### src/rtl/fab_reset_sequencer.sv
// fab_reset_sequencer: fabric reset generator behind the MSS CCC.
// Qualifies MSS reset, CCC lock and pushbutton; releases domains staggered.
module fab_reset_sequencer #(
  parameter int SYNC_STAGES     = 2,
  parameter int USE_LOCK        = 0,
  parameter int LOCK_TIMEOUT    = 65535,
  parameter int HOLD_CYCLES     = 1024,
  parameter int DEBOUNCE_CYCLES = 16,
  parameter int NUM_DOMAINS     = 3,
  parameter int STAGGER_CYCLES  = 8
) (
  input  logic                   FAB_CLK,
  input  logic                   M2F_RESET_N,
  input  logic                   FAB_LOCK,
  input  logic                   SW_RESET_N,
  input  logic                   SOFT_RST_REQ,
  output logic [NUM_DOMAINS-1:0] RST_N_OUT,
  output logic                   READY,
  output logic                   LOCK_LOST,
  output logic                   LOCK_ERR,
  output logic [2:0]             STATE
);

  localparam int REL_SPAN = NUM_DOMAINS * STAGGER_CYCLES;
  localparam int HL_MAX   = (HOLD_CYCLES > LOCK_TIMEOUT) ?
                            HOLD_CYCLES : LOCK_TIMEOUT;
  localparam int CNT_MAX  = (HL_MAX > REL_SPAN) ? HL_MAX : REL_SPAN;
  localparam int CW       = $clog2(CNT_MAX + 1);
  localparam int DW       = (DEBOUNCE_CYCLES > 1) ?
                            $clog2(DEBOUNCE_CYCLES) : 1;

  localparam logic [CW-1:0] CNT_TOP   = CW'(CNT_MAX);
  localparam logic [CW-1:0] HOLD_LAST = CW'(HOLD_CYCLES - 1);
  localparam logic [CW-1:0] LOCK_LAST = CW'(LOCK_TIMEOUT - 1);
  localparam logic [CW-1:0] RUN_AT    =
    CW'((NUM_DOMAINS - 1) * STAGGER_CYCLES + 1);
  localparam logic [DW-1:0] DEB_LAST  = DW'(DEBOUNCE_CYCLES - 1);

  typedef enum logic [2:0] {
    S_RESET     = 3'd0,
    S_WAIT_LOCK = 3'd1,
    S_HOLD      = 3'd2,
    S_RELEASE   = 3'd3,
    S_RUN       = 3'd4
  } state_t;

  logic [SYNC_STAGES-1:0] r_rst_sync;
  logic [SYNC_STAGES-1:0] r_lock_sync;
  logic [SYNC_STAGES-1:0] r_sw_sync;
  logic [DW-1:0]          r_deb_cnt;

  state_t                 r_state;
  state_t                 w_next;
  logic [CW-1:0]          r_cnt;
  logic [CW-1:0]          w_cnt_inc;
  logic [CW-1:0]          w_cnt_next;
  logic [NUM_DOMAINS-1:0] r_rst_n;
  logic [NUM_DOMAINS-1:0] w_rst_n_next;
  logic                   r_ready;
  logic                   r_lock_lost;
  logic                   r_lock_err;

  logic w_rst_sync;
  logic w_lock_sync;
  logic w_sw_sync;
  logic w_pressed;
  logic w_lock_lost;
  logic w_set_lost;
  logic w_set_err;

  always_ff @(posedge FAB_CLK or negedge M2F_RESET_N) begin
    if (!M2F_RESET_N) begin
      r_rst_sync  <= '0;
      r_lock_sync <= '0;
      r_sw_sync   <= '1;
    end else begin
      r_rst_sync  <= {r_rst_sync[SYNC_STAGES-2:0], 1'b1};
      r_lock_sync <= {r_lock_sync[SYNC_STAGES-2:0], FAB_LOCK};
      r_sw_sync   <= {r_sw_sync[SYNC_STAGES-2:0], SW_RESET_N};
    end
  end

  assign w_rst_sync  = r_rst_sync[SYNC_STAGES-1];
  assign w_lock_sync = r_lock_sync[SYNC_STAGES-1];
  assign w_sw_sync   = r_sw_sync[SYNC_STAGES-1];

  // Press is the DEBOUNCE_CYCLES-th consecutive low sample and later ones.
  assign w_pressed = !w_sw_sync && (r_deb_cnt == DEB_LAST);

  always_ff @(posedge FAB_CLK or negedge M2F_RESET_N) begin
    if (!M2F_RESET_N)
      r_deb_cnt <= '0;
    else if (w_sw_sync)
      r_deb_cnt <= '0;
    else if (r_deb_cnt != DEB_LAST)
      r_deb_cnt <= r_deb_cnt + 1'b1;
  end

  // After a lock timeout the clock is run unqualified, so stop monitoring.
  assign w_lock_lost = (USE_LOCK != 0) && !r_lock_err && !w_lock_sync;

  assign w_cnt_inc = (r_cnt == CNT_TOP) ? r_cnt : r_cnt + 1'b1;

  always_comb begin
    w_next       = r_state;
    w_cnt_next   = w_cnt_inc;
    w_rst_n_next = r_rst_n;
    w_set_lost   = 1'b0;
    w_set_err    = 1'b0;
    unique case (1'b1)
      (r_state == S_RESET): begin
        w_cnt_next   = '0;
        w_rst_n_next = '0;
        if (w_rst_sync)
          w_next = (USE_LOCK != 0) ? S_WAIT_LOCK : S_HOLD;
      end
      (r_state == S_WAIT_LOCK): begin
        w_rst_n_next = '0;
        if (w_lock_sync || w_pressed || (r_cnt == LOCK_LAST)) begin
          w_next     = S_HOLD;
          w_cnt_next = '0;
          w_set_err  = !w_lock_sync && (r_cnt == LOCK_LAST);
        end
      end
      (r_state == S_HOLD): begin
        w_rst_n_next = '0;
        if (w_lock_lost) begin
          w_next     = S_WAIT_LOCK;
          w_cnt_next = '0;
        end else if (w_pressed) begin
          w_cnt_next = '0;
        end else if (r_cnt == HOLD_LAST) begin
          w_next          = S_RELEASE;
          w_cnt_next      = '0;
          w_rst_n_next[0] = 1'b1;
        end
      end
      (r_state == S_RELEASE): begin
        if (w_lock_lost) begin
          w_next       = S_WAIT_LOCK;
          w_cnt_next   = '0;
          w_rst_n_next = '0;
        end else if (w_pressed) begin
          w_next       = S_HOLD;
          w_cnt_next   = '0;
          w_rst_n_next = '0;
        end else begin
          for (int i = 1; i < NUM_DOMAINS; i++)
            if (w_cnt_inc == CW'(i * STAGGER_CYCLES))
              w_rst_n_next[i] = 1'b1;
          if (w_cnt_inc == RUN_AT) begin
            w_next     = S_RUN;
            w_cnt_next = '0;
          end
        end
      end
      (r_state == S_RUN): begin
        w_cnt_next   = '0;
        w_rst_n_next = '1;
        if (w_lock_lost) begin
          w_next       = S_WAIT_LOCK;
          w_set_lost   = 1'b1;
          w_rst_n_next = '0;
        end else if (w_pressed || SOFT_RST_REQ) begin
          w_next       = S_HOLD;
          w_rst_n_next = '0;
        end
      end
      default: begin
        w_next       = S_RESET;
        w_cnt_next   = '0;
        w_rst_n_next = '0;
      end
    endcase
  end

  always_ff @(posedge FAB_CLK or negedge M2F_RESET_N) begin
    if (!M2F_RESET_N) begin
      r_state     <= S_RESET;
      r_cnt       <= '0;
      r_rst_n     <= '0;
      r_ready     <= 1'b0;
      r_lock_lost <= 1'b0;
      r_lock_err  <= 1'b0;
    end else begin
      r_state     <= w_next;
      r_cnt       <= w_cnt_next;
      r_rst_n     <= w_rst_n_next;
      r_ready     <= (w_next == S_RUN);
      r_lock_lost <= r_lock_lost | w_set_lost;
      r_lock_err  <= r_lock_err | w_set_err;
    end
  end

  assign RST_N_OUT = r_rst_n;
  assign READY     = r_ready;
  assign LOCK_LOST = r_lock_lost;
  assign LOCK_ERR  = r_lock_err;
  assign STATE     = r_state;

endmodule
### config.mk
export PLATFORM = sky130hd
export DESIGN_NAME = fab_reset_sequencer
export DESIGN_NICKNAME = d
export VERILOG_FILES = /design/src/rtl/fab_reset_sequencer.sv
export SDC_FILE = /design/constraint.sdc
export NUM_CORES = 1
export LEC_CHECK = 0
export CELL_PAD_IN_SITES_DETAIL_PLACEMENT = 0
export CELL_PAD_IN_SITES_GLOBAL_PLACEMENT = 1
export CORE_ASPECT_RATIO = 1.2
export CORE_MARGIN = 2
export CORE_UTILIZATION = 49
export DETAILED_ROUTE_END_ITERATION = 6
export HOLD_SLACK_MARGIN = 0.1
export PLACE_DENSITY = 0.93
export SYNTH_ARGS = -nofsm -noshare
export SYNTH_HDL_FRONTEND = slang
export SYNTH_SLANG_ARGS = --single-unit
### constraint.sdc
create_clock -name FAB_CLK -period 5.18 [get_ports FAB_CLK]
set_input_delay 1.036 -clock FAB_CLK [delete_from_list [all_inputs] [get_ports FAB_CLK]]
set_output_delay 1.036 -clock FAB_CLK [all_outputs]
set_load 0.01 [all_outputs]
Yosys cells after proc, flatten, opt, wreduce, memory -nomap -nowiden
Cells that the tools add are included.
- register bits after elaboration: 34
- latch bits: 0
- memory bits (writable): 0
- bits in read-only memories: 0
- input bits: 5
- output and inout bits: 9
- logic and storage cells: 66
- memories kept: 0
- $add $sub $neg: 2
- $mul: 0
- divide/modulo/power cells: 0
- $lt $le $gt $ge: 0
- equality and inequality tests: 16
- shifts and indexed selects: 0
- multiplexer cells: 27
- bitwise operators: 1
- reduce and logical (&&, ||, !) cells: 9
- operator list (operator ; number):
    two-way mux 16 bit ; 6
    case mux 16 bit (3 select lines) ; 1
    == test 16 bit (second input constant) ; 2
    == test 16 x 5 -> 1 bit (second input constant) ; 2
    two-way mux 3 bit ; 8
    adder 16 x 1 -> 16 bit (second input constant) ; 1
    == test 16 x 10 -> 1 bit (second input constant) ; 1
    == test 16 x 4 -> 1 bit (second input constant) ; 1
    case mux 3 bit (5 select lines) ; 1
    case mux 3 bit (3 select lines) ; 1
    two-way mux 4 bit ; 2
    two-way mux 1 bit ; 7
    == test 3 x 2 -> 1 bit (second input constant) ; 2
    == test 3 bit (second input constant) ; 2
    != test 3 x 2 -> 1 bit (second input constant) ; 2
    adder 4 x 1 -> 4 bit (second input constant) ; 1
    == test 4 bit (second input constant) ; 1
    != test 4 bit (second input constant) ; 1
    == test 3 x 1 -> 1 bit (second input constant) ; 1
    logical NOT 3 bit ; 1
    logical OR 1 bit ; 3
    logical AND 1 bit ; 2
    logical NOT 1 bit ; 2
    two-way mux 2 bit ; 1
    3 further kinds ; 3

Longest topological paths before layout
- depth after elaboration: 7
- mapped depth: 8
- mapped depth without buffers: 8

Worst setup path after synthesis
No wires, ideal clock.
- path type: register to register
- from: register r_cnt[0]
- to: register r_rst_n[2] (netlist: RST_N_OUT[2])
- library setup time: 0.074 ns
- data arrival time: 2.016 ns
- required time: 5.106 ns
- path slack: 3.090 ns
- stages on the path, launching flop included: 9
- buffers on the path: 1
- clock period less this slack: 2.090 ns
- path through: dfrtp_1 -> ha_1 -> and3_1 -> buf_2 -> a31o_2 -> a21boi_0 -> nand4_1 -> or3_4 -> o21ai_2
- cells in the longest elaborated chain, start to end: 4
- elaborated cells between the ends (all ways): 5
- those cells by class: add/sub: 1; eq/ne: 3; mux: 1
- ends and longest elaborated chain (element ; line ; source):
    from (decl) ; 54 ; logic [CW-1:0] r_cnt;
    from (signal assigned) ; 187 ; r_cnt <= w_cnt_next;
    adder 16 x 1 -> 16 bit or == test 16 bit (tied branches) ; 102 ; assign w_cnt_inc = (r_cnt == CNT_TOP) ? r_cnt : r_cnt + 1'b1;
    two-way mux 16 bit * ; 102 ;
    == test 16 x 5 -> 1 bit * ; 149 ; if (w_cnt_inc == CW'(i * STAGGER_CYCLES))
    != test 3 x 2 -> 1 bit (no source line) * ; n/a ;
    to (signal assigned) ; 188 ; r_rst_n <= w_rst_n_next;
    to (decl) ; 57 ; logic [NUM_DOMAINS-1:0] r_rst_n;
Mark *: on every way between the ends. The rest lies on a longest branch, timed or not.
A chain may end at the register's enable or synchronous reset.

Worst setup path in the final report
- from: register r_state[1] (netlist: STATE[1])
- to: output STATE[1]
- RTL lines (element ; line ; source):
    from (decl) ; 52 ; state_t r_state;
    from (signal assigned) ; 186 ; r_state <= w_next;
    to (decl) ; 21 ; output logic [2:0] STATE
No word-level cell between the ends.

==> run_results.csv <==
group,metric,value,unit
clocking,cts_htree_levels,2,
timing,rsz0062_at_grt,"false",
power_and_ir_drop,irDropWorstVdd,173.5,µV
die,start_util,50.38,%
global_route,antenna_found_initial,0,
global_route,grt_max_degree,35,
clocking,cts_made_buffers,5,
synthesis,synth_seq_cells,34,
synthesis,async_flop_share,100.0,%
die,die_area,4894,µm²
setup_path,crit_type,"reg -> out",
outcome,status,"complete, no violations",
synthesis,synth_seq_area_share,40.05,%
place,place.gp.congestion,0.9082,
die,placementRows,26,
global_route,grt_first_pass_wirelength,6658,µm
die,chipHeight,76.24,µm
synthesis,yosysTopAreaCell,"dfrtp_1",
synthesis,synth_edf_count,0,
routing,drcViolationCount,0,
timing,finalSetupViolCount,0,
synthesis,yosys_warnings,0,
timing,maxSlewViolCount,0,
clocking,cts_tree,"built",
setup_path,worstSetupPathDepth,1,
hold_path,min_to,"r_lock_sync[1]",
setup_path,r2r_slack,2.82,ns
routing,drt_pre_antenna_iters,4,
timing,finalHoldViolCount,0,
cells_and_area,nets,235,
synthesis,synthAdderAreaFrac,1.762,%
synthesis,yosys-top-cells-area,"dfrtp_1 38%, nor2_1 4.8%, xnor2_1 4.1%",
setup_path,r2r-start,"r_cnt[9]",
clocking,cts-root-buf,"clkbuf_8",
die,io_pins,14,
synthesis,synth.area.mux_share,0.9982,%
synthesis,ys_types,59,
hold_path,min_from,"r_lock_sync[0]",
synthesis,synth_xor_area_share,6.166,%
place,port_buffers,12,
clocking,post_cts_buffers,0,
setup_path,worstPathCellList,"clkdlybuf4s50_1",
die,die_w,64.20,µm
timing,tightest_slew,0.7048,ns
setup_path,critical-path-top-delay-family,"buffers and inverters",
setup_path,start_kind,"flop",
routing,wl_per_cell,13.54,µm
timing,fin_crit_sh,47.00,%
setup_path,crit_path_top_delay_cell,"clkdlybuf4s50_1",
synthesis,netlist_area,2131,µm²
routing,drt_first_iter_violations,57,
synthesis,synth_ff_type,"dfrtp_1",
routing,dr_total_vias,1632,
synthesis,synth_top_family_by_area,"simple AND/OR/NAND/NOR gates",
setup_path,crit_fanout,12,
setup_path,worst_r2r_endpoint,"r_cnt[4]",
synthesis,synth.top_cell.area_share,37.58,%
setup_path,critical-path-max-stage-delay,0.60,ns
synthesis,syn-num-nets,231,
hold_path,min_path_type,"reg -> reg",
routing,wl,3844,µm
timing,clock.fmax,410.7,MHz
synthesis,yosys.area_share.simple,31.77,%
setup_path,reg2reg_depth,6,
synthesis,avgSynthCellArea,9.555,µm²
timing,final.setup.worst_slack,2.745,ns
setup_path,path_buf_inv,1,
setup_path,required,4.14,ns
clocking,clk-insertion-delay-late,0.28,ns
hold_path,hold_depth,0,
synthesis,syn_inst,223,
clocking,ctsResizeCount,0,
timing,setup_tns,0,ns
routing,routed_via_density,5.746,
global_route,grt-ovfl-total,0,
place,dp_hpwl,2802,µm
synthesis,synth_compound_area_share,13.21,%
timing,min_period,2.435,ns
timing,slew_headroom,52.58,%
timing,finClkSkew,0.003554,ns
die,core_area,4229,µm²
cells_and_area,drive_gt1_share,16.23,%
clocking,cts.sinks,34,
setup_path,setup.worst_path.end_class,"output pin",
clocking,clk_pin_slew,0.06,ns
power_and_ir_drop,leakagePower,0.9283,nW
clocking,clockBufferDepth,2,
setup_path,cp.arrival,1.40,ns
routing,ant_nets,0,
place,place_ws,2.840,ns
cells_and_area,antenna_cells,0,
global_route,grt_usage,17.30,%
global_route,grt_pass1_vias,1452,
power_and_ir_drop,powerDensity,324.2,nW/µm²
flow_run,maxCapViolations,0,
cells_and_area,syn_to_final_growth,8.397,%
clocking,hold_buffers,0,
state kept, by name (all words and copies together), names as in the netlist:
signal	count
LOCK_ERR	1
READY	1
RST_N_OUT	3
STATE	3
r_cnt	16
r_deb_cnt	4
r_lock_sync	2
r_rst_sync	2
r_sw_sync	2
report_power, final:
group          switching, W  leakage [nW]  internal, W
registers         0.0000737         0.434     0.000297
logic              0.000102         0.446    0.0000787
clock network     0.0000896        0.0482     0.000107
total              0.000265         0.928     0.000483
final cells by class:
type	count	area, µm²
timing repair buffer	13	127.6
clock inverter	1	5.005
fill	385	1919
inverter	3	11.26
sequential	34	853.3
multi-input combinational	170	1156
tap	56	70.07
clock buffer	7	86.33
synth_stat cells, types with 5 or more instances:
cell     instances
nand3_1         14
o21ai_0          7
xor2_1           5
nand2_1         11
nor2_1          27
a21oi_1          8
nand4_1          5
or3_1            5
dfrtp_1         32
xnor2_1         10
buf_2            7
nor3_1           8
per-layer routing:
metal | up-vias | share of wire (%) | wire (µm) | GRT usage, %
li1 | 806 | - | - | -
met1 | 785 | 46 | 1766 | 22.30
met2 | 35 | 49 | 1869 | 27.40
met3 | 6 | 3.3 | 128 | 3.545
met4 | 0 | 2.1 | 80 | 8.723
met5 | - | 0 | 0 | 0
cell families (layout without fill, tap and decap cells):
family / after synthesis / in the layout
buffers and inverters: 19 / 24
DFF: 34 / 34
and+or+nand+nor: 110 / 110
AOI/OAI and AO/OA: 38 / 38
adders and majority gates: 3 / 3
muxes: 2 / 2
other: 2 / 2
xor gates and xnor gates: 15 / 15
per-stage QoR:
step | power [W] | instances | utilization, % | hold WS, ns | cell area [µm²]
floorplan | 0.0005274 | 223 | - | 0.3312 | 2131
global placement | 0.0005527 | 276 | 52.46 | 0.3313 | 2218
global route | 0.0007970 | 284 | 54.62 | 0.3614 | 2310
detailed placement | 0.0005550 | 276 | 52.46 | 0.3347 | 2218
CTS | 0.0007542 | 284 | 54.62 | 0.3494 | 2310
finish | 0.0007487 | 284 | 54.62 | 0.3510 | 2310
worst max path at each step:
stage	startpoint	endpoint	slack [ns]
after detailed placement	r_cnt[9]	r_cnt[4]	2.84
final	STATE[1]	STATE[1]	2.75
after global routing	r_cnt[12]	r_cnt[4]	2.60
after global placement	r_cnt[9]	r_cnt[4]	2.84
after CTS	STATE[1]	STATE[1]	2.75
after floorplan	r_cnt[0]	RST_N_OUT[2]	3.09
layout by cell type (no fill, tap or decap), drive strengths merged, types with 2 or more instances in the layout:
master         Yosys  final
a211oi             2      2
a21oi              8      8
a31o               3      3
a31oi              4      4
and2               2      2
and3               4      4
and4               3      3
clkbuf             2      7
clkdlybuf4s50      0     12
conb               2      2
dfrtp             32     32
dfstp              2      2
ha                 3      3
inv                3      3
nand2             11     11
nand2b             4      4
nand3             16     16
nand4              7      7
nor2              31     31
nor3              10     10
nor3b              2      2
nor4               5      5
o21a               2      2
o21ai              9      9
o22ai              2      2
or2                2      2
or3                7      7
or4                3      3
xnor2             10     10
xor2               5      5
No activity file was read; power rests on OpenSTA's default activity.
